===== src/rtl/davinci_dataout_reader.sv =====
// Host-side reader for the DA-VinCi FIFO-out stream: packs element pairs into
// host words, reports vector length on EOV and acknowledges the EOV interrupt.
`timescale 1ns/1ps
module davinci_dataout_reader #(
  parameter int DATAOUT_WIDTH = 16,
  parameter int ATTRIB_WIDTH  = 2,
  parameter int EOV_BIT       = 0,
  parameter int LEN_WIDTH     = 16
) (
  input  logic                       clk,
  input  logic                       rstn,
  input  logic [DATAOUT_WIDTH-1:0]   fifoData,
  input  logic [ATTRIB_WIDTH-1:0]    fifoAttrib,
  input  logic                       fifoEmpty,
  output logic                       fifoRdEn,
  input  logic                       eovInterrupt,
  output logic                       clearEOV,
  output logic [2*DATAOUT_WIDTH-1:0] hostData,
  output logic [1:0]                 hostKeep,
  output logic                       hostLast,
  output logic                       hostValid,
  input  logic                       hostReady,
  output logic [LEN_WIDTH-1:0]       vecLen,
  output logic                       vecDone
);

  typedef enum logic [1:0] {LO, HI, OUT, CLR} state_t;

  state_t                     state_q, state_d;
  logic [2*DATAOUT_WIDTH-1:0] data_q, data_d;
  logic [1:0]                 keep_q, keep_d;
  logic                       last_q, last_d;
  logic [LEN_WIDTH-1:0]       cnt_q, cnt_d;
  logic [LEN_WIDTH-1:0]       vec_len_q, vec_len_d;
  logic                       vec_done_q, vec_done_d;

  logic can_pop;
  logic pop;
  logic elem_eov;
  logic lo_cap;
  logic clear_eov;
  logic attrib_unused;

  assign can_pop  = (state_q == LO) || (state_q == HI) ||
                    ((state_q == OUT) && hostReady && !last_q);
  assign pop      = !fifoEmpty && can_pop;
  assign elem_eov = fifoAttrib[EOV_BIT];
  // Only the EOV bit carries meaning; the remaining attribute bits are dropped.
  assign attrib_unused = ^fifoAttrib;

  // A pop in OUT implies the current word was accepted, so it starts a new low half.
  assign lo_cap = pop && ((state_q == LO) || (state_q == OUT));

  always_comb begin
    state_d    = state_q;
    data_d     = data_q;
    keep_d     = keep_q;
    last_d     = last_q;
    cnt_d      = cnt_q;
    vec_len_d  = vec_len_q;
    vec_done_d = 1'b0;
    clear_eov  = 1'b0;

    case (state_q)
      LO: ;
      HI: begin
        if (pop) begin
          data_d[2*DATAOUT_WIDTH-1 -: DATAOUT_WIDTH] = fifoData;
          keep_d  = 2'b11;
          last_d  = elem_eov;
          state_d = OUT;
        end
      end
      OUT: begin
        if (hostReady) begin
          if (last_q) begin
            state_d = CLR;
          end else if (!pop) begin
            state_d = LO;
          end
        end
      end
      CLR: begin
        clear_eov = eovInterrupt;
        if (!eovInterrupt) begin
          state_d = LO;
        end
      end
      default: state_d = LO;
    endcase

    if (lo_cap) begin
      data_d  = {{DATAOUT_WIDTH{1'b0}}, fifoData};
      keep_d  = 2'b01;
      last_d  = elem_eov;
      state_d = elem_eov ? OUT : HI;
    end

    if (pop) begin
      if (elem_eov) begin
        vec_len_d  = cnt_q + 1'b1;
        vec_done_d = 1'b1;
        cnt_d      = '0;
      end else begin
        cnt_d = cnt_q + 1'b1;
      end
    end
  end

  always_ff @(posedge clk or negedge rstn) begin
    if (!rstn) begin
      state_q    <= LO;
      data_q     <= '0;
      keep_q     <= '0;
      last_q     <= 1'b0;
      cnt_q      <= '0;
      vec_len_q  <= '0;
      vec_done_q <= 1'b0;
    end else begin
      state_q    <= state_d;
      data_q     <= data_d;
      keep_q     <= keep_d;
      last_q     <= last_d;
      cnt_q      <= cnt_d;
      vec_len_q  <= vec_len_d;
      vec_done_q <= vec_done_d;
    end
  end

  assign fifoRdEn  = pop;
  assign clearEOV  = clear_eov;
  assign hostData  = data_q;
  assign hostKeep  = keep_q;
  assign hostLast  = last_q;
  assign hostValid = (state_q == OUT);
  assign vecLen    = vec_len_q;
  assign vecDone   = vec_done_q;

endmodule

===== config.mk =====
export PLATFORM = sky130hd
export DESIGN_NAME = davinci_dataout_reader
export DESIGN_NICKNAME = d
export VERILOG_FILES = /design/src/rtl/davinci_dataout_reader.sv
export SDC_FILE = /design/constraint.sdc
export NUM_CORES = 1
export LEC_CHECK = 0
export ABC_AREA = 0
export BUFFER_PORTS_ARGS = -buffer_cell sky130_fd_sc_hd__buf_2
export CORE_ASPECT_RATIO = 1.75
export CORE_MARGIN = 2
export CORE_UTILIZATION = 48
export DETAILED_ROUTE_END_ITERATION = 7
export HOLD_SLACK_MARGIN = 0.03
export PLACE_DENSITY_LB_ADDON = 0.08
export SLEW_MARGIN = 10
export SYNTH_ARGS = -nofsm -noshare
export SYNTH_HDL_FRONTEND = slang
export SYNTH_SLANG_ARGS = --single-unit

===== constraint.sdc =====
create_clock -name clk -period 1.88 [get_ports clk]
set_input_delay 0.376 -clock clk [delete_from_list [all_inputs] [get_ports clk]]
set_output_delay 0.376 -clock clk [all_outputs]
set_load 0.03 [all_outputs]

# Yosys cells after proc, flatten, opt, wreduce, memory -nomap -nowiden

Index checks and enable logic that the tools add are counted.

Register bits after elaboration: 70
Bits of input ports: 23
Output and inout port bits: 55
Word-level logic and storage cells: 53

Add/sub/neg operators: 1
Equal/unequal tests: 7
Mux-type cells: 21
Reduce and logical (&&, ||, !) cells: 16

Operators by type and width:

| cell                  | number |
|---|---|
| $mux 16               | 3 |
| $mux 32               | 1 |
| $mux 2                | 10 |
| $add 16x1->16 const B | 1 |
| $mux 1                | 6 |
| $ne 3x3->1 const B    | 2 |
| $pmux 2 s3            | 1 |
| $reduce_and 5->1      | 1 |
| $eq 2x2->1 const B    | 2 |
| $logic_and 1x1->1     | 4 |
| $ne 4x3->1 const B    | 1 |
| $reduce_and 2->1      | 2 |
| $reduce_bool 2->1     | 2 |
| $reduce_bool 4->1     | 1 |
| $logic_or 1x1->1      | 3 |
| $ne 3x1->1 const B    | 1 |
| $eq 2x1->1 const B    | 1 |
| $logic_not 1->1       | 2 |
| $logic_not 2->1       | 1 |

# Logic depth before layout (Yosys ltp)

Gate-level depths: netlist (run 1).

Depth after elaboration: 10
Mapped depth: 6
Depth with buffers taken out: 5

# Worst setup path after synthesis (run 1)

Ideal clock, no wire load.

Kind: register to register
From: register last_q (netlist: hostLast)
To: register data_q[10] (netlist: hostData[10])
Library setup time: 125 ps
Data arrival time: 1779 ps
Path slack: -23 ps
Stages on the path, launching flop included: 5
Period minus slack after synthesis: 1903 ps
Path through: dfrtp_1 nand2b_1 a211oi_4 buf_2 mux2_2

Cells in the longest elaborated chain, start to end: 5

RTL lines:

| item                   | line | source |
|---|---|---|
| start, declared        | 32   | `logic last_q, last_d;` |
| start signal, assigned | 123  | `last_q <= last_d;` |
| $logic_not 1->1        | 45   | `((state_q == OUT) && hostReady && !last_q);` |
| $logic_and 1x1->1      | 45   |  |
| $logic_or 1x1->1       | 44   | `assign can_pop = (state_q == LO) \|\| (state_q == HI) \|\|` |
| $logic_and 1x1->1      | 46   | `assign pop = !fifoEmpty && can_pop;` |
| $logic_and 1x1->1      | 52   | `assign lo_cap = pop && ((state_q == LO) \|\| (state_q == OUT));` |
| end signal, assigned   | 121  | `data_q <= data_d;` |
| end, declared          | 30   | `logic [2*DATAOUT_WIDTH-1:0] data_q, data_d;` |

Every way passes these cells.
A chain may end at the register's enable or synchronous reset.

# Worst setup path in the final report (run 1)

From: register last_q (netlist: hostLast)
To: output fifoRdEn

Cells in the longest elaborated chain, start to end: 4

RTL lines:

| item              | line | source |
|---|---|---|
| $logic_not 1->1   | 45   |  |
| $logic_and 1x1->1 | 45   |  |
| $logic_or 1x1->1  | 44   |  |
| $logic_and 1x1->1 | 46   |  |
| end, declared     | 15   | `output logic fifoRdEn,` |

Every way passes these cells.

==> impl_metrics.toml, run 1 <==
[status]
status = "complete, no violations"

[synthesis]
synth_seq_cells = 70
syn-cell-area_sq_um = 3140
ys.flop_type = "dfrtp_1"
syn_nets = 330
synth_edf_count = 0
synth.avg_cell_area_sq_um = 10.3
synth.distinct_cells = 44
yosysSeqAreaShare = 0.558
yosys.area.top_type = "dfrtp_1"
async_flop_share = 1.00
synth_top_cell_area_share = 0.558
syn_inst = 306
synthTopCellsByArea = "dfrtp_1 56%, nand2_1 6.9%, mux2_2 6.1%"
synth_warnings = 0

[min_path]
hp-start = "fifoData[8]"
holdPathEnd = "hostData[24]$_DFFE_PN0P_"
holdCritPathClass = "input port to flip-flop"
holdPathStages = 3

[placed_design]
routabilityCongestion = 0.811
dp.cells = 462
portBuffers = 76
hpwlAfterDp_microns = 4780

[cts]
clkTransAtPathRegs_ns = 0.05
h-tree-depth = 3
cts-root-buf = "clkbuf_16"
cts_inserted_buffers = 9
cts_tree = "yes"
clock-sinks = 70
cts_buffer_depth = 2
clk_latency_ns = 0.33

[drt]
routedWlPerCell_microns = 14.3
drt_iter0_markers = 90
vias_per_cell = 5.16
vias = 2481
routed_wl_microns = 6900
firstDrtPassIters = 4
drcViolationCount = 0
ant_nets = 0

[job]
drv_cap = 0

[finish]
drive_gt1_frac = 0.346
n_antenna_cell = 0
utilization = 0.630
final_common_cell = "buf_2"
syn_to_final_growth_pct = 29.3
final_cells = 481
nNetsFinal = 418
most-common-layout-cells = "75 x buf_2, 70 x dfrtp_1, 58 x nand2_1"

[power]
peakVddDrop_mv = 1.04
power.total_uw = 6710
p_leak_uw = 0.00200
p_per_area_nw_per_um2 = 1650

[sta]
tns_ns = 0
hold_slack_ns = 0.289
maxSlewViolCount = 0
worst_pin_slew_ns = 0.426
post-route-period-util = 0.968
min_period_ns = 1.82
relSlewSlack = 0.716
rsz0062_at_grt = "false"
fin_skew_ns = 0.00320
setup_viol = 0
hold_viol = 0
maxClockFrequency_mhz = 550

[floorplan]
io_pins = 78
die_w_microns = 65.1
start_util = 0.487
dieArea_sq_um = 7230
rows = 39
die_h_microns = 111
design.core.area_sq_um = 6440

[worst_setup_path]
r2r_end = "cnt_q[13]$_DFFE_PN0N_"
crit_fanout = 2
crit_path_end_kind = "output pin"
r2r_cells = 7
critPathLaunchType = "flip-flop"
cp_data_arrival_time_ns = 1.44
r2r_start = "hostLast$_DFFE_PN0P_"
path_class = "flip-flop to output pin"
reg2reg_slack_ns = 0.10
critPathRequiredTime_ns = 1.50

[global_routing]
overflow = 0
grt_usage = 0.215
grt_max_degree = 54
antenna_found_initial = 0
first_global_vias = 2524
grt_pass1_wl_microns = 11900
## per-layer routing
| metal | global-route usage | vias up | wire (microns) |
|---|---|---|---|
| li1 | - | 1239 | - |
| met3 | 0.0538 | 19 | 315 |
| met5 | 0 | - | 0 |
| met2 | 0.357 | 66 | 3700 |
| met4 | 0.124 | 0 | 249 |
| met1 | 0.246 | 1157 | 2640 |
## sequential cells by signal, summed over array words and instances, names as in the netlist
name      cells
vecLen       16
hostData     32
hostKeep      2
cnt_q        16
vecDone       1
state_q       2
hostLast      1
## critical path, stage by stage, from the launching register on
cell	delay (ns)
dfrtp_1	0.42
nor4b_4	0.32
nor2_2	0.08
inv_1	0.12
buf_4	0.18
## worst max path at each step
stage                              start                        to  slack, ns  cells past startpoint
floorplan           hostLast$_DFFE_PN0P_  hostData[10]$_DFFE_PN0P_      0.006                      4
global placement               fifoEmpty     cnt_q[13]$_DFFE_PN0N_       0.13                      6
detailed placement             fifoEmpty     cnt_q[13]$_DFFE_PN0N_       0.08                      6
CTS                 hostLast$_DFFE_PN0P_                  fifoRdEn       0.06                      4
global route        hostLast$_DFFE_PN0P_                  fifoRdEn      0.004                      4
finish              hostLast$_DFFE_PN0P_                  fifoRdEn       0.06                      4
## final cells by class
type                       instances  area [sq um]
clock buffer                      12           256
tap                               82           103
clock inverter                     4          45.0
fill                             622          2380
sequential                        70          1750
inverter                           6          22.5
multi-input combinational        208          1290
timing repair buffer              99           596
## metrics by stage
stage | instance area (sq um) | setup WS, ns
2_1_floorplan | 3140 | 0.00636
3_3_place_gp | 3720 | 0.130
3_5_place_dp | 3720 | 0.0841
4_1_cts | 4050 | 0.0644
5_1_grt | 4060 | 0.00427
6_report | 4060 | 0.0607
## timing repair
action                                  in CTS  in global routing
buffers inserted                             1                  1
endpoints found under the setup margin       1                  1
gates resized for setup                      1                  2
pin swaps                                    1                  1
endpoints found under the hold margin       17                  0
hold buffers                                 1                  0
## Yosys cell counts, types with 3 or more instances
master,n
o21ai_0,28
o31ai_1,7
buf_2,6
nor2_1,8
nand2b_1,3
nand2_1,58
dfrtp_1,70
inv_1,6
nand4_1,5
xor2_1,7
clkbuf_1,15
and3_1,3
xnor2_1,7
nor2b_1,3
nand3_1,21
mux2_2,17
a21oi_1,8
## where the power goes
group	internal (uW)	total, uW	switching [uW]	leakage (uW)
logic	925	2730	1800	0.000951
clock network	1090	1680	590	0.000152
registers	2010	2300	292	0.000901
total	4030	6710	2680	0.00200
## cell families after synthesis
group / count (synthesis) / synth area share
compound gates: 57 / 0.113
xor+xnor: 14 / 0.0391
fa+ha+maj: 1 / 0.00399
buf+inv: 28 / 0.0371
flops: 70 / 0.558
mux: 17 / 0.0610
simple gates: 119 / 0.188
No activity file was read; power rests on OpenSTA's default activity.
==> inputs of run 2 (changes only) <==
--- a/config.mk
+++ b/config.mk
@@ -7,12 +7,15 @@
 export LEC_CHECK = 0
 export ABC_AREA = 0
 export BUFFER_PORTS_ARGS = -buffer_cell sky130_fd_sc_hd__buf_2
+export CELL_PAD_IN_SITES_DETAIL_PLACEMENT = 1
+export CELL_PAD_IN_SITES_GLOBAL_PLACEMENT = 1
 export CORE_ASPECT_RATIO = 1.75
-export CORE_MARGIN = 2
-export CORE_UTILIZATION = 48
+export CORE_MARGIN = 4
+export CORE_UTILIZATION = 36
 export DETAILED_ROUTE_END_ITERATION = 7
 export HOLD_SLACK_MARGIN = 0.03
 export PLACE_DENSITY_LB_ADDON = 0.08
+export SETUP_SLACK_MARGIN = 0.4
 export SLEW_MARGIN = 10
 export SYNTH_ARGS = -nofsm -noshare
 export SYNTH_HDL_FRONTEND = slang
==> run 2 against run 1 <==
Worst hold slack lost 0.23 ns. Critical endpoint unchanged. First-iteration DRC count increased by 22%. Largest cell class unchanged. Highest routed layer unchanged. Largest power group unchanged. Sequential power up 3%. Power is 17% higher. Clock power fell by 7%.
==> impl_metrics.toml, run 2 (synthesis gave the netlist of run 1 again) <==
[status]
status = "complete, no violations"

[power]
p_leak_uw = 0.00235
power.total_uw = 7840
peakVddDrop_mv = 1.08
p_per_area_nw_per_um2 = 1600

[placed_design]
routabilityCongestion = 0.759
dp.cells = 493
hpwlAfterDp_microns = 5780
dpl_worst_slack_ns = 0.0589
portBuffers = 76

[finish]
utilization = 0.580
final_common_cell = "buf_2"
n_antenna_cell = 0
drive_gt1_frac = 0.513
syn_to_final_growth_pct = 55.7
final_cells = 552
nNetsFinal = 457
largest_reg_flops = 32
most-common-layout-cells = "72 x buf_2, 57 x dfrtp_1, 44 x nand2_1"

[sta]
relSlewSlack = 0.733
worst_pin_slew_ns = 0.401
rsz0062_at_grt = "true"
tns_ns = 0
min_period_ns = 1.71
maxClockFrequency_mhz = 583
post-route-period-util = 0.912
maxSlewViolCount = 0
setup_ws_ns = 0.166
hold_viol = 0
fin_skew_ns = 0.00365
setup_viol = 0

[worst_setup_path]
critical_path.slowest_cell = "dfrtp_2"
r2r_start = "state_q[0]$_DFFE_PN0P_"
path_class = "flip-flop to output pin"
cp_data_arrival_time_ns = 1.34
critPathMaxStageDelay_ns = 0.42
crit_fanout = 2
path_cells = "nor4b_4 > nor2_2 > inv_2 > buf_6"
startpoint = "hostLast$_DFFE_PN0P_"
critPathRequiredTime_ns = 1.50
crit_path_end_kind = "output pin"
critPathLaunchType = "flip-flop"

[floorplan]
start_util = 0.373
design.core.area_sq_um = 8420
die_w_microns = 78.6
die_h_microns = 132
rows = 44
dieArea_sq_um = 10300
io_pins = 78

[global_routing]
antenna_found_initial = 0
grt_usage = 0.189
overflow = 0
grt_max_degree = 71
first_global_vias = 3027
grt_pass1_wl_microns = 15100

[cts]
cts_buffer_depth = 2
postCtsHoldBufs = 0
h-tree-depth = 3
clock-sinks = 70
clkTransAtPathRegs_ns = 0.05
cts_tree = "yes"
clk_latency_ns = 0.33
cts-root-buf = "clkbuf_16"
cts_inserted_buffers = 9

[min_path]
holdCritPathClass = "input port to asynchronous set/reset pin"

[drt]
drt_iter0_markers = 110
drcViolationCount = 0
routedWlPerCell_microns = 18.2
routed_wl_microns = 10000
firstDrtPassIters = 4
vias = 2757
vias_per_cell = 4.99
ant_nets = 0

[job]
drv_cap = 0
run 2: power breakdown:
part | leakage, uW | internal [uW] | switching (uW)
Clock | 0.000133 | 957 | 609
Sequential | 0.000882 | 2020 | 361
Combinational | 0.00134 | 1740 | 2150
Total | 0.00235 | 4720 | 3120
run 2: worst max-delay path: cells and delay by family, from the launching register on:
family,cells,cell delay (ns)
AND/OR/NAND/NOR,2,0.37
flip-flops,1,0.42
buffers and inverters,2,0.21
run 2: final timing paths:
path	slack (ns)	endpoint	cells after the start
max	0.17	fifoRdEn	4
min	0.06	vecDone$_DFF_PN0_	2
max reg2reg	0.18	hostData[8]$_DFFE_PN0P_	7
min reg2reg	0.47	hostKeep[0]$_DFFE_PN0P_	1
max in group asynchronous	1.47	cnt_q[8]$_DFFE_PN0N_	2
min in group clk	0.29	hostData[25]$_DFFE_PN0P_	3
run 2: per-stage QoR:
step           area [sq um]  hold slack, ns
5_1_grt                4890          0.0912
2_1_floorplan          3240          0.0804
3_3_place_gp           3850           0.436
3_5_place_dp           3850           0.438
6_report               4890          0.0550
4_1_cts                4540          0.0758
run 2: what timing repair did:
action	4_1_cts	5_1_grt
pin swaps	8	19
endpoints found under the setup margin	50	53
cloned	3	6
resized for setup	40	55
setup buffers	27	8
run 2: cell type report:
cell class	count	area (sq um)
clock inverters	1	5.00
inverters	6	27.5
multi-input cells	208	1540
fillers	933	3530
repair buffers	138	1140
clock buffers	14	264
well taps	115	144
flip-flops and latches	70	1770
run 2: metal layers:
metal  wire (microns)  track usage  share of wire  vias up
li1                 -            -              -     1322
met1             3640        0.184           0.36     1361
met2             5780        0.351           0.58       57
met3              426       0.0486          0.042       17
met4              205        0.106          0.020        0
met5                0            0              0        -
